### src/rtl/mem_resp_pkg.sv
// mem_resp_pkg: shared state type and default widths for the memory responder and data path
package mem_resp_pkg;
  localparam int MEM_DATA_W = 16;
  localparam int MEM_ADDR_W = 4;
  typedef enum logic [1:0] {IDLE, READ, ACK} mem_resp_state_t;
endpackage

### src/rtl/mem_responder_if.sv
// mem_responder_if: 4-phase bundled-data memory request channel
interface mem_responder_if #(
  parameter int DATA_WIDTH = mem_resp_pkg::MEM_DATA_W,
  parameter int ADDR_WIDTH = mem_resp_pkg::MEM_ADDR_W
);
  logic                  mem_req;
  logic                  mem_req_ghost;
  logic [ADDR_WIDTH-1:0] mem_addr_in;
  logic                  mem_ack;
  logic [DATA_WIDTH-1:0] mem_data_out;
  modport master (output mem_req, mem_req_ghost, mem_addr_in, input mem_ack, mem_data_out);
  modport slave (input mem_req, mem_req_ghost, mem_addr_in, output mem_ack, mem_data_out);
endinterface

### src/rtl/mem_responder_sync_2ff.sv
// sync_2ff: 1-bit two-flop synchronizer, resets to 0
module sync_2ff (
  input  logic clk,
  input  logic rst,
  input  logic i_d,
  output logic o_q
);
  logic r_meta, r_q;
  always_ff @(posedge clk) begin
    if (rst) begin
      r_meta <= 1'b0;
      r_q    <= 1'b0;
    end else begin
      r_meta <= i_d;
      r_q    <= r_meta;
    end
  end
  assign o_q = r_q;
endmodule

### src/rtl/mem_responder.sv
// mem_responder: clocked memory responder for 4-phase read/ghost requests.
// Define MEM_RESP_SYNC_EN to pass the request pins through 2-flop synchronizers.
module mem_responder
  import mem_resp_pkg::*;
#(
  parameter int DATA_WIDTH   = MEM_DATA_W,
  parameter int ADDR_WIDTH   = MEM_ADDR_W,
  parameter int READ_LATENCY = 2,
  parameter int COUNT_WIDTH  = 8
) (
  input  logic                   clk,
  input  logic                   rst,
  mem_responder_if.slave         mem,
  input  logic                   load_en,
  input  logic [ADDR_WIDTH-1:0]  load_addr,
  input  logic [DATA_WIDTH-1:0]  load_data,
  output logic                   busy,
  output logic                   proto_err,
  output logic [COUNT_WIDTH-1:0] read_count
);
  localparam int DEPTH = 2 ** ADDR_WIDTH;
  localparam int CNT_W = 4;
  logic w_s_req, w_s_ghost;
`ifdef MEM_RESP_SYNC_EN
  sync_2ff u_sync_req (.clk(clk), .rst(rst), .i_d(mem.mem_req), .o_q(w_s_req));
  sync_2ff u_sync_ghost (.clk(clk), .rst(rst), .i_d(mem.mem_req_ghost), .o_q(w_s_ghost));
`else
  assign w_s_req   = mem.mem_req;
  assign w_s_ghost = mem.mem_req_ghost;
`endif
  mem_resp_state_t r_state, w_next;
  logic [CNT_W-1:0]       r_cnt;
  logic [ADDR_WIDTH-1:0]  r_addr_q;
  logic [DATA_WIDTH-1:0]  r_mem [DEPTH];
  logic [DATA_WIDTH-1:0]  r_data;
  logic                   r_ack, r_proto;
  logic [COUNT_WIDTH-1:0] r_count;
  always_comb begin
    w_next = r_state;
    case (r_state)
      IDLE:    w_next = (w_s_req & w_s_ghost) ? IDLE : w_s_req ? READ : w_s_ghost ? ACK : IDLE;
      READ:    w_next = (r_cnt == '0) ? ACK : READ;
      ACK:     w_next = (w_s_req | w_s_ghost) ? ACK : IDLE;
      default: w_next = IDLE;
    endcase
  end
  always_ff @(posedge clk) begin
    if (rst) begin
      r_state  <= IDLE;
      r_cnt    <= '0;
      r_addr_q <= '0;
      r_data   <= '0;
      r_ack    <= 1'b0;
      r_proto  <= 1'b0;
      r_count  <= '0;
    end else begin
      r_state <= w_next;
      case (r_state)
        IDLE: begin
          if (w_s_req && w_s_ghost) r_proto <= 1'b1;
          else if (w_s_req) begin
            r_addr_q <= mem.mem_addr_in;
            r_cnt    <= CNT_W'(READ_LATENCY - 1);
          end else if (w_s_ghost) r_ack <= 1'b1;
        end
        READ: begin
          if (r_cnt != '0) r_cnt <= r_cnt - 1'b1;
          else begin
            r_data  <= r_mem[r_addr_q];
            r_ack   <= 1'b1;
            r_count <= r_count + COUNT_WIDTH'(1);
          end
        end
        ACK: if (!w_s_req && !w_s_ghost) r_ack <= 1'b0;
        default: ;
      endcase
    end
  end
  // Storage is deliberately not reset; a same-edge read sees the old word.
  always_ff @(posedge clk) begin
    if (load_en) r_mem[load_addr] <= load_data;
  end
  assign mem.mem_ack      = r_ack;
  assign mem.mem_data_out = r_data;
  assign busy             = (r_state != IDLE);
  assign proto_err        = r_proto;
  assign read_count       = r_count;
endmodule

### src/flat_wrapper.sv
// flat-port wrapper written by rule: the top's interface ports become plain ports
module mem_responder_flat import mem_resp_pkg::*;
#(
  parameter int DATA_WIDTH   = MEM_DATA_W,
  parameter int ADDR_WIDTH   = MEM_ADDR_W,
  parameter int READ_LATENCY = 2,
  parameter int COUNT_WIDTH  = 8
)
  (clk, rst, load_en, load_addr, load_data, busy, proto_err, read_count, mem_mem_req, mem_mem_req_ghost, mem_mem_addr_in, mem_mem_ack, mem_mem_data_out);
  mem_responder_if #(.DATA_WIDTH(DATA_WIDTH), .ADDR_WIDTH(ADDR_WIDTH)) mem_i ();
  input  logic clk;
  input  logic rst;
  input  logic load_en;
  input  logic [ADDR_WIDTH-1:0] load_addr;
  input  logic [DATA_WIDTH-1:0] load_data;
  output logic busy;
  output logic proto_err;
  output logic [COUNT_WIDTH-1:0] read_count;
  input wire logic [$bits(mem_i.mem_req)-1:0] mem_mem_req;
  input wire logic [$bits(mem_i.mem_req_ghost)-1:0] mem_mem_req_ghost;
  input wire logic [$bits(mem_i.mem_addr_in)-1:0] mem_mem_addr_in;
  output wire logic [$bits(mem_i.mem_ack)-1:0] mem_mem_ack;
  output wire logic [$bits(mem_i.mem_data_out)-1:0] mem_mem_data_out;
  assign mem_i.mem_req = mem_mem_req;
  assign mem_i.mem_req_ghost = mem_mem_req_ghost;
  assign mem_i.mem_addr_in = mem_mem_addr_in;
  assign mem_mem_ack = mem_i.mem_ack;
  assign mem_mem_data_out = mem_i.mem_data_out;
  mem_responder #(.DATA_WIDTH(DATA_WIDTH), .ADDR_WIDTH(ADDR_WIDTH), .READ_LATENCY(READ_LATENCY), .COUNT_WIDTH(COUNT_WIDTH)) u_core (.clk(clk), .rst(rst), .mem(mem_i), .load_en(load_en), .load_addr(load_addr), .load_data(load_data), .busy(busy), .proto_err(proto_err), .read_count(read_count));
endmodule
### config.mk
export PLATFORM = sky130hd
export DESIGN_NAME = mem_responder_flat
export DESIGN_NICKNAME = d
export VERILOG_FILES = /design/src/rtl/mem_resp_pkg.sv /design/src/rtl/mem_responder_if.sv /design/src/rtl/mem_responder_sync_2ff.sv /design/src/rtl/mem_responder.sv /design/src/flat_wrapper.sv
export SDC_FILE = /design/constraint.sdc
export NUM_CORES = 1
export LEC_CHECK = 0
export CAP_MARGIN = 10
export CELL_PAD_IN_SITES_DETAIL_PLACEMENT = 0
export CELL_PAD_IN_SITES_GLOBAL_PLACEMENT = 2
export CORE_UTILIZATION = 50
export CTS_CLUSTER_DIAMETER = 50
export DETAILED_ROUTE_END_ITERATION = 8
export HOLD_SLACK_MARGIN = 0.02
export PLACE_DENSITY = 0.91
export SYNTH_ARGS = -nofsm -noshare
export SYNTH_HDL_FRONTEND = slang
export SYNTH_SLANG_ARGS = --single-unit
### constraint.sdc
create_clock -name clk -period 6.42 [get_ports clk]
set_input_delay 1.284 -clock clk [delete_from_list [all_inputs] [get_ports clk]]
set_output_delay 1.284 -clock clk [all_outputs]
set_load 0.05 [all_outputs]
==> results.md, run 1 <==
- Fin worst setup slack: 3.16 ns
- Die width: 151 µm
- Hold path startpoint: u_core.mem.mem_data_out[12]
- Max_cap viols: 0
- CTS tree: yes
- Antenna violations before repair: 0
- Seq/Total Area, Yosys: about 75%
- Worst-path clk slew: roughly 0.06 ns
- Outcome: finished clean
- Post-Syn Instances: 559
- I/O Pins: 56
- CTS Buffer Depth: 3
- # placed instances: approximately 890
- Period utilisation layout: a little over 50%
- CP peak stage delay: just over 0.8 ns
- Post-route ant nets: 0
- FF+latch count, synth: ~290
- Max transition margin: ~34%
- Skew-Pair Late Insertion Delay: between 0.5 and 0.6 ns
- Worst slack at placement: 3.10 ns
- Clock Tree Root: clkbuf_16
- Initial core utilization: between 50 and 60%
- Number of enable flip-flop cells after synthesis: around 260
- Total track usage: a little over a fifth
- Asr flop ratio synth: 0%
- Diodes inserted: 0
- Dpl hpwl: 13,600 µm
- Post-synth net total: 590
- Final Setup Violations: 0
- Critical path class: flop to output pin
- Primary FF master, synth: edfxtp_1
- # nets final: approximately 670
- Placed Area: 12,100 µm²
- # fillers: 1,526
- GP Congestion: between 0.7 and 0.8
- Core area: between 20,000 and 25,000 µm²
- Setup Skew: ~0.0083 ns
- CP Launch Type: flop
- RSZ-0062 raised after global routing: no
- Hold_buf cts: 0
- Remaining DRCs: 0
- Worst Path Required: 5.14 ns
- Rows: 54
- Count of different cell masters after synthesis: 39
- Tmin final: roughly 3.3 ns
- TritonCTS Buffers: 29
- CP top delay family: buffers and inverters
- Depth of the most critical reg-to-reg path: 5
- PD cells: around 310 nW/µm²
- Final hold vios: 0
- DRT iter0 DRCs: about 430
- Total clock sinks: 292
- H-tree depth: 1
- Vias in the first global route: a little under 6,000
- Final core occ: roughly 60%
- Final std cells w/o fill: 938
- Post-CTS Setup Bufs: 0
- Final hold slack: roughly 0.46 ns
- IO buf count: 55
- Die Area: 22,900 µm²
- Synthesized area: 11,200 µm²
- Vias per std cell: a little over 6
- Finished Cell Area: around 13,000 µm²
- Critical-path cell list: nor2_1 > inv_1 > clkdlybuf4s50_1
- Pin count of the biggest net entering global routing: 40
- CP Capture Type: output pin
- Die height: 151 µm
- Vias: 5,725
- First-pass GRT wire length: roughly 35,000 µm
- Worst reg2reg setup slack: ~3.5 ns
- CTS resizes: 0
- Pleak: 4.02 nW
- Hold/Removal Path Class: flop to flop
- Syn Area/Cell: about 20 µm²
- Wire per inst: ~25 µm
- Worst path buffer plus inverter count: 2
- Hold depth: 2
- Max frequency: 306 MHz
- Synthesis warning total: 0
- PnR Total Power: 4.07 mW
- Max Transition Viols Final: 0
- CP max stage cell: clkdlybuf4s50_1
- Max VDD drop: between 150 and 200 µV
- Endpoint, Worst Hold: u_core.mem.mem_data_out[12]
- Reg-to-Reg Start: u_core.r_addr_q[1]
- Worst-Margin Slew: approximately 1 ns
- Reg2reg end: u_core.mem.mem_data_out[12]
- Layout cells sized above 1: a little over a fifth
- Sum Neg Setup Slack: 0 ns
- Gr ovfl total: 0
- WL final: ~23,000 µm
- Peak fanout along the critical path: 8
- Router iterations before antenna repair: 5
- CP arrival: between 1.5 and 2 ns
- Area delta synth->final: 16.9%
[registers in the layout (all words and copies together), names as in the netlist]
name                     flops
u_core.r_mem               256
u_core.mem.mem_data_out     16
u_core.read_count            8
u_core.r_addr_q              4
u_core.r_cnt                 4
u_core.r_state               2
u_core.mem.mem_ack           1
u_core.proto_err             1
[power by group]
part / switching, mW / internal [mW] / total, mW
logic: 0.126 / 0.0903 / 0.216
clock network: 0.687 / 1.03 / 1.72
registers: 0.0272 / 2.11 / 2.13
total: 0.840 / 3.23 / 4.07
[worst register-to-register path, delay by kind of cell, from the launching register on]
kind	cells	cell delay, ns
flops	1	0.86
mux	2	1.12
buf+inv	1	0.62
compound gates	1	0.06
simple gates	1	0.09
[logic make-up after synthesis]
family,synth area share [%]
buffers and inverters,1.72
AND/OR/NAND/NOR,4.09
XOR/XNOR,0.628
adder cells (fa/ha/maj),0.224
AO/OA/AOI/OAI,4.45
multiplexers,13.5
flip-flops,75.4
[cell usage after synthesis, types with 4 or more instances]
cell type | number | share of area (%)
a21oi_1 | 13 | 0.58
clkbuf_1 | 9 | 0.30
nor3_1 | 8 | 0.36
a22o_1 | 14 | 1.1
nand2b_1 | 4 | 0.22
mux4_2 | 63 | 13
buf_2 | 9 | 0.40
nor2b_1 | 4 | 0.22
nand3_1 | 7 | 0.31
o21ai_1 | 13 | 0.58
xnor2_1 | 6 | 0.47
nand2_1 | 20 | 0.67
a22oi_1 | 28 | 1.9
buf_6 | 6 | 0.61
dfxtp_1 | 36 | 6.5
nor2_1 | 23 | 0.77
edfxtp_1 | 256 | 69
inv_1 | 5 | 0.17
[cell usage in the layout, fill, tap and decap left out, types with 5 or more instances in the layout]
cell / n
edfxtp_1: 256
mux4_2: 63
clkdlybuf4s50_1: 55
dfxtp_1: 34
clkbuf_16: 29
a22oi_1: 28
nor2_1: 23
nand2_1: 20
buf_4: 19
a22o_1: 14
a21oi_1: 13
o21ai_1: 13
clkbuf_1: 8
nand3_1: 7
xnor2_1: 6
clkinv_2: 6
inv_1: 5
[worst max-delay path by stage]
stage / from / endpoint / slack, ns / cells after the start
2_1_floorplan: load_addr[2] / u_core.r_mem[0][0] / 3.08 / 2
3_3_place_gp: rst / u_core.mem.mem_data_out[9] / 3.19 / 5
3_5_place_dp: rst / u_core.mem.mem_data_out[15] / 3.10 / 5
4_1_cts: u_core.r_state[1] / busy / 3.13 / 3
5_1_grt: u_core.r_state[1] / busy / 3.08 / 3
6_report: u_core.r_state[1] / busy / 3.16 / 3
[area by class of cell]
class	count	area (µm²)	area share, %
well taps	280	350	2.69
inverters	5	18.8	0.144
clock inverters	13	184	1.41
repair buffers	74	693	5.32
flip-flops and latches	292	8410	64.5
multi-input cells	234	2580	19.8
clock buffers	40	797	6.11
[per-layer routing]
layer | track usage [%] | wire length, µm | part of all wire (%) | up-vias
met5 | 0 | 0 | 0 | -
met4 | 6.25 | 438 | 1.9 | 0
met3 | 3.19 | 1550 | 6.7 | 39
met2 | 35.1 | 11800 | 51 | 220
met1 | 29.1 | 9470 | 41 | 3007
li1 | - | - | - | 2459
(Power assumes the default switching activity.)
==> run 2, diff against run 1 <==
- CORE_UTILIZATION: 50 -> 42
- PLACE_DENSITY: 0.91 -> 0.82
- clock period: 6.42 -> 3 ns (I/O delays scaled with it)
==> run 2 against run 1 <==
Effect of this change: clock power is 120% higher; first-iteration DRC count is 2.1% lower; critical path depth stayed put; clock-buffer cell count is 9 lower; worst hold slack better by 0.0083 ns; clock skew is 0.0036 ns higher; sequential power is 110% higher; worst setup slack worse by 2.7 ns; power is 110% higher; wire length is 1.1% lower; sequential share of layout area is 0.92 points lower; core utilization is 9.0 points lower; highest routed layer unchanged.
==> results.md, run 2 (synthesis gave the netlist of run 1 again) <==
- Outcome: finished clean (unchanged)
- # nets final: 679 (was 667)
- Sum Neg Setup Slack: 0 ns (unchanged)
- Rows: 59 (was 54)
- Clock Tree Root: clkbuf_16 (unchanged)
- Worst Path Required: 2.40 ns (was 5.14 ns)
- Hold depth: 2 (unchanged)
- CTS tree: yes (unchanged)
- Die Area: 27,200 µm² (was 22,900 µm²)
- CTS Buffer Depth: 3 (unchanged)
- Remaining DRCs: 0 (unchanged)
- Core area: 26,100 µm² (was 21,800 µm²)
- Gate power share: 5.5% (was 5.3%)
- Die width: 165 µm (was 151 µm)
- Worst-path clk slew: 0.06 ns (about the same)
- Max Transition Viols Final: 0 (unchanged)
- WL final: 23,000 µm (was 23,300 µm)
- Tmin final: 2.56 ns
- Pin count of the biggest net entering global routing: 29 (was 40)
- Hold/Removal Path Class: flop to flop (unchanged)
- IO buf count: 55 (unchanged)
- First-pass GRT wire length: 35,700 µm (was 34,900 µm)
- Max VDD drop: 387 µV (was 169 µV)
- Depth of the most critical reg-to-reg path: 6 (was 5)
- Vias: 5,620 (was 5,725)
- Reg-to-Reg Start: u_core.r_cnt[0] (was u_core.r_addr_q[1])
- Max_cap viols: 0 (unchanged)
- Clock power frac: 42.4% (was 42.2%)
- Worst slack at placement: 0.584 ns (was 3.10 ns)
- Worst-Margin Slew: 0.847 ns (was 0.976 ns)
- Reg2reg end: u_core.mem.mem_data_out[1] (was u_core.mem.mem_data_out[12])
- RSZ-0062 raised after global routing: no (unchanged)
- CTS resizes: 0 (unchanged)
- Endpoint, Worst Hold: u_core.mem.mem_data_out[13] (was u_core.mem.mem_data_out[12])
- Reg power frac: 52.1% (was 52.4%)
- Sw Share: 20.8% (was 20.6%)
- Vias in the first global route: 5,977 (was 5,914)
- Final core occ: 50.8% (was 59.7%)
- PnR Total Power: 8.74 mW (was 4.07 mW)
- H-tree depth: 1 (unchanged)
- Post-CTS Setup Bufs: 0 (unchanged)
- Max reg flops: 256 (unchanged)
- Internal power: 6.92 mW (was 3.23 mW)
- CP Launch Type: flop (unchanged)
- Largest register by flop count: u_core.r_mem (unchanged)
- TritonCTS Buffers: 29 (unchanged)
- Hold_buf cts: 0 (unchanged)
- Final hold vios: 0 (unchanged)
- Max transition margin: 43.4% (was 34.4%)
- Commonest non-fill, non-tap cells in the layout: 256 x edfxtp_1, 63 x mux4_2, 55 x clkdlybuf4s50_1, 34 x dfxtp_1 (was 256 x edfxtp_1, 63 x mux4_2, 55 x clkdlybuf4s50_1, 34 x dfxtp_1, 29 x clkbuf_16)
- Area delta synth->final: 18.6% (was 16.9%)
- Total clock sinks: 292 (unchanged)
- Setup Skew: 0.0120 ns (was 0.00832 ns)
- Vias per std cell: 5.59 (was 6.10)
- Diodes inserted: 0 (unchanged)
- Period utilisation layout: about 85%
- FF+latch area: 8410 µm² (unchanged)
- Gr ovfl total: 0 (unchanged)
- Die height: 165 µm (was 151 µm)
- DRT iter0 DRCs: 419 (was 428)
- I/O Pins: 56 (unchanged)
- CP Capture Type: output pin (unchanged)
- Antenna violations before repair: 0 (unchanged)
- Skew-Pair Late Insertion Delay: 0.54 ns (was 0.53 ns)
- Dpl hpwl: 14,000 µm (was 13,600 µm)
- CP arrival: 1.96 ns (was 1.98 ns)
- Critical path class: flop to output pin (unchanged)
- Pleak: 4.09 nW (was 4.02 nW)
- Most common cell after layout, fill and taps aside: edfxtp_1 (unchanged)
- Hold path startpoint: u_core.mem.mem_data_out[13] (was u_core.mem.mem_data_out[12])
- Layout cells sized above 1: 22.8% (was 21.4%)
- # fillers: 2,023 (was 1,526)
- Initial core utilization: 42.8% (was 51.1%)
- P_sw: 1.82 mW (was 840 µW)
- Wire per inst: 22.9 µm (was 24.8 µm)
- GP Congestion: 0.740 (was 0.761)
- Router iterations before antenna repair: 4 (was 5)
- PD cells: 661 nW/µm² (was 312 nW/µm²)
- Post-route ant nets: 0 (unchanged)
- Max frequency: slightly below 400 MHz
- Total track usage: 17.8% (was 21.1%)
- Multi-input logic area: 2580 µm² (about the same)
- Peak fanout along the critical path: 8 (unchanged)
- Final hold slack: 0.464 ns (was 0.456 ns)
- Worst reg2reg setup slack: 0.68 ns (was 3.54 ns)
- Fin worst setup slack: 0.437 ns (was 3.16 ns)
- Final Setup Violations: 0 (unchanged)
run 2: cell count changes in the layout (fill, tap and decap cells not counted), sizes merged:
cell	delta
bufinv	+1
buf	+12
clkinvlp	+3
clkinv	+5
inv	+1
clkbuf	-9
run 2: final cells by class:
| cell class | instances | area share [%] |
|---|---|---|
| Clock buffer | 31 | 5.54 |
| Clock inverter | 23 | 1.95 |
| Inverter | 5 | 0.142 |
| Multi-Input combinational cell | 234 | 19.5 |
| Sequential cell | 292 | 63.6 |
| Tap cell | 335 | 3.17 |
| Timing Repair Buffer | 86 | 6.11 |
run 2: worst max-delay path, stage by stage (launching register included):
cell	delay, ns
dfxtp_1	0.45
nor2_1	0.12
inv_1	0.07
clkdlybuf4s50_1	0.79
run 2: power groups by stage:
stage | Clock [mW] | Combinational, mW | Sequential [mW]
2_1_floorplan | 0 | 0.263 | 4.66
3_3_place_gp | 0 | 0.475 | 4.64
3_5_place_dp | 0 | 0.488 | 4.64
4_1_cts | 3.77 | 0.489 | 4.56
5_1_grt | 3.91 | 0.521 | 4.56
6_report | 3.70 | 0.483 | 4.56
run 2: how the worst max path moves through the flow:
stage	start	depth (start not counted)	slack (ns)	to
floorplan	load_addr[2]	2	0.34	u_core.r_mem[0][0]
global placement	load_en	4	0.60	u_core.r_mem[0][8]
detailed placement	load_en	4	0.58	u_core.r_mem[1][4]
CTS	u_core.r_state[1]	3	0.42	busy
global route	u_core.r_state[1]	3	0.35	busy
finish	u_core.r_state[1]	3	0.44	busy
run 2: layer usage:
metal / vias up / GRT usage, % / part of all wire [%]
li1: 2491 / - / -
met4: 0 / 5.05 / 2.1
met2: 185 / 29.2 / 49
met3: 41 / 2.74 / 6.1
met5: - / 0 / 0
met1: 2903 / 24.9 / 43
run 2: through the flow:
| stage | cells | cell area [µm²] |
|---|---|---|
| after floorplan | 559 | 11200 |
| after global placement | 952 | 12200 |
| after detailed placement | 952 | 12200 |
| after CTS | 1006 | 13200 |
| after global routing | 1006 | 13200 |
| final | 1006 | 13200 |
==> run 3, diff against run 2 <==
- CORE_MARGIN: default -> 4
==> run 3 against run 2 <==
Effect of this change: design area down 0.25%; die area up 7.4%; fmax down 0.51%; critical endpoint unchanged; wire length up 1.8%; highest routed layer unchanged.
==> results.md, run 3 (synthesis gave the netlist of run 1 again) <==
- Outcome: finished clean (unchanged)
- Worst path buffer plus inverter count: 2 (unchanged)
- Sw Share: 20.8% (about the same)
- Pleak: 4.07 nW (was 4.09 nW)
- Worst-Margin Slew: 0.795 ns (was 0.847 ns)
- First-pass GRT wire length: 35,800 µm (was 35,700 µm)
- Max_cap viols: 0 (unchanged)
- Max frequency: 388 MHz (was 390 MHz)
- Rows: 59 (unchanged)
- GP Congestion: 0.735 (was 0.740)
- Pin count of the biggest net entering global routing: 38 (was 29)
- Wire per inst: 23.4 µm (was 22.9 µm)
- Max transition margin: 46.9% (was 43.4%)
- Multi-input logic area: 2580 µm² (unchanged)
- I/O Pins: 56 (unchanged)
- Die width: 171 µm (was 165 µm)
- # fillers: 2,062 (was 2,023)
- Clock Tree Root: clkbuf_16 (unchanged)
- Gate power share: 5.5% (about the same)
- Final hold vios: 0 (unchanged)
- Die Area: 29,200 µm² (was 27,200 µm²)
- Reg power frac: 52.0% (was 52.1%)
- FF+latch area: 8410 µm² (unchanged)
- Final std cells w/o fill: 1,001 (was 1,006)
- Max reg flops: 256 (unchanged)
- P_sw: 1.83 mW (was 1.82 mW)
- CP peak stage delay: 0.79 ns (about the same)
- Vias in the first global route: 5,910 (was 5,977)
- Critical-path cell list: nor2_1 > inv_1 > clkdlybuf4s50_1 (unchanged)
- Clock power frac: 42.5% (was 42.4%)
- Worst-path clk slew: 0.06 ns (about the same)
- Diodes inserted: 0 (unchanged)
- Final Setup Violations: 0 (unchanged)
- Remaining DRCs: 0 (unchanged)
- Vias: 5,696 (was 5,620)
- CP top delay family: buffers and inverters (unchanged)
- WL final: 23,400 µm (was 23,000 µm)
- Die height: 171 µm (was 165 µm)
- CP arrival: 1.98 ns (was 1.96 ns)
- Critical path class: flop to output pin (unchanged)
- Hold/Removal Path Class: flop to flop (unchanged)
- Area delta synth->final: 18.3% (was 18.6%)
- RSZ-0062 raised after global routing: no (unchanged)
- Largest register by flop count: u_core.r_mem (unchanged)
- Post-route ant nets: 0 (unchanged)
- Tmin final: 2.58 ns (was 2.56 ns)
- Worst Path Required: 2.40 ns (about the same)
- Worst reg2reg setup slack: 0.70 ns (was 0.68 ns)
- Antenna violations before repair: 0 (unchanged)
- Period utilisation layout: 85.9% (was 85.4%)
- PD cells: 664 nW/µm² (was 661 nW/µm²)
- Dpl hpwl: 14,000 µm (about the same)
- # placed instances: 947 (was 952)
- Core area: 26,100 µm² (about the same)
- Most common cell after layout, fill and taps aside: edfxtp_1 (unchanged)
- CTS resizes: 0 (unchanged)
- DRT iter0 DRCs: 450 (was 419)
- PnR Total Power: 8.76 mW (was 8.74 mW)
- Setup Skew: 0.0106 ns (was 0.0120 ns)
- Router iterations before antenna repair: 4 (unchanged)
- # nets final: 675 (was 679)
- CP Capture Type: output pin (unchanged)
- TritonCTS Buffers: 30 (was 29)
- H-tree depth: 1 (unchanged)
- Final core occ: 50.5% (was 50.8%)
- Layout cells sized above 1: 21.9% (was 22.8%)
- Vias per std cell: 5.69 (was 5.59)
- Gr ovfl total: 0 (unchanged)
- Hold_buf cts: 0 (unchanged)
- Max Transition Viols Final: 0 (unchanged)
- Skew-Pair Late Insertion Delay: 0.54 ns (about the same)
- Commonest non-fill, non-tap cells in the layout: 256 x edfxtp_1, 63 x mux4_2, 55 x clkdlybuf4s50_1, 34 x dfxtp_1, 31 x clkbuf_16 (was 256 x edfxtp_1, 63 x mux4_2, 55 x clkdlybuf4s50_1, 34 x dfxtp_1)
- CTS tree: yes (unchanged)
- CP max stage cell: clkdlybuf4s50_1 (unchanged)
- Max VDD drop: 404 µV (was 387 µV)
- Total track usage: 16.1% (was 17.8%)
- Peak fanout along the critical path: 8 (unchanged)
- Final hold slack: 0.463 ns (was 0.464 ns)
- Total clock sinks: 292 (unchanged)
- CTS Buffer Depth: 3 (unchanged)
- Post-CTS Setup Bufs: 0 (unchanged)
- CP Launch Type: flop (unchanged)
- Sum Neg Setup Slack: 0 ns (unchanged)
- Internal power: 6.94 mW (was 6.92 mW)
- IO buf count: 55 (unchanged)
- Initial core utilization: 42.7% (was 42.8%)
==> run 3: path summary, 6_finish.rpt <==
kind / endpoint / from / cells after the start
min reg2reg: u_core.mem.mem_data_out[12] / u_core.mem.mem_data_out[12] / 2
max reg2reg: u_core.mem.mem_data_out[1] / u_core.r_cnt[0] / 6
max: busy / u_core.r_state[1] / 3
min: u_core.mem.mem_data_out[12] / u_core.mem.mem_data_out[12] / 2
==> run 3: final cells by class <==
class	instances	share of cell area (%)
well taps	335	3.18
flip-flops and latches	292	63.8
clock buffers	36	6.02
inverters	5	0.142
clock inverters	18	1.53
repair buffers	81	5.84
multi-input cells	234	19.5
==> run 3: power groups by stage <==
stage          logic [mW]  clock network (mW)  registers (mW)
2_1_floorplan       0.263                   0            4.66
3_3_place_gp        0.474                   0            4.64
3_5_place_dp        0.486                   0            4.64
4_1_cts             0.489                3.79            4.56
5_1_grt             0.519                3.97            4.57
6_report            0.484                3.72            4.56
==> run 3: routing by layer <==
layer  wire, µm  GRT usage (%)  vias to the layer above
met5          0              0                        -
met4        354           3.69                        0
met3       1430           2.54                       26
met2      12000           27.6                      176
met1       9680           22.1                     3016
li1           -              -                     2478
==> run 3: worst min-delay path, cell delays in order (launching register included) <==
cell     delay (ns)
dfxtp_1        0.31
nand2_1        0.05
a21oi_1        0.06
==> run 3: per-stage QoR <==
step           instance area [µm²]  setup WS, ns
2_1_floorplan                11200         0.345
3_3_place_gp                 12200         0.569
3_5_place_dp                 12200         0.544
4_1_cts                      13200         0.401
5_1_grt                      13200         0.338
6_report                     13200         0.424
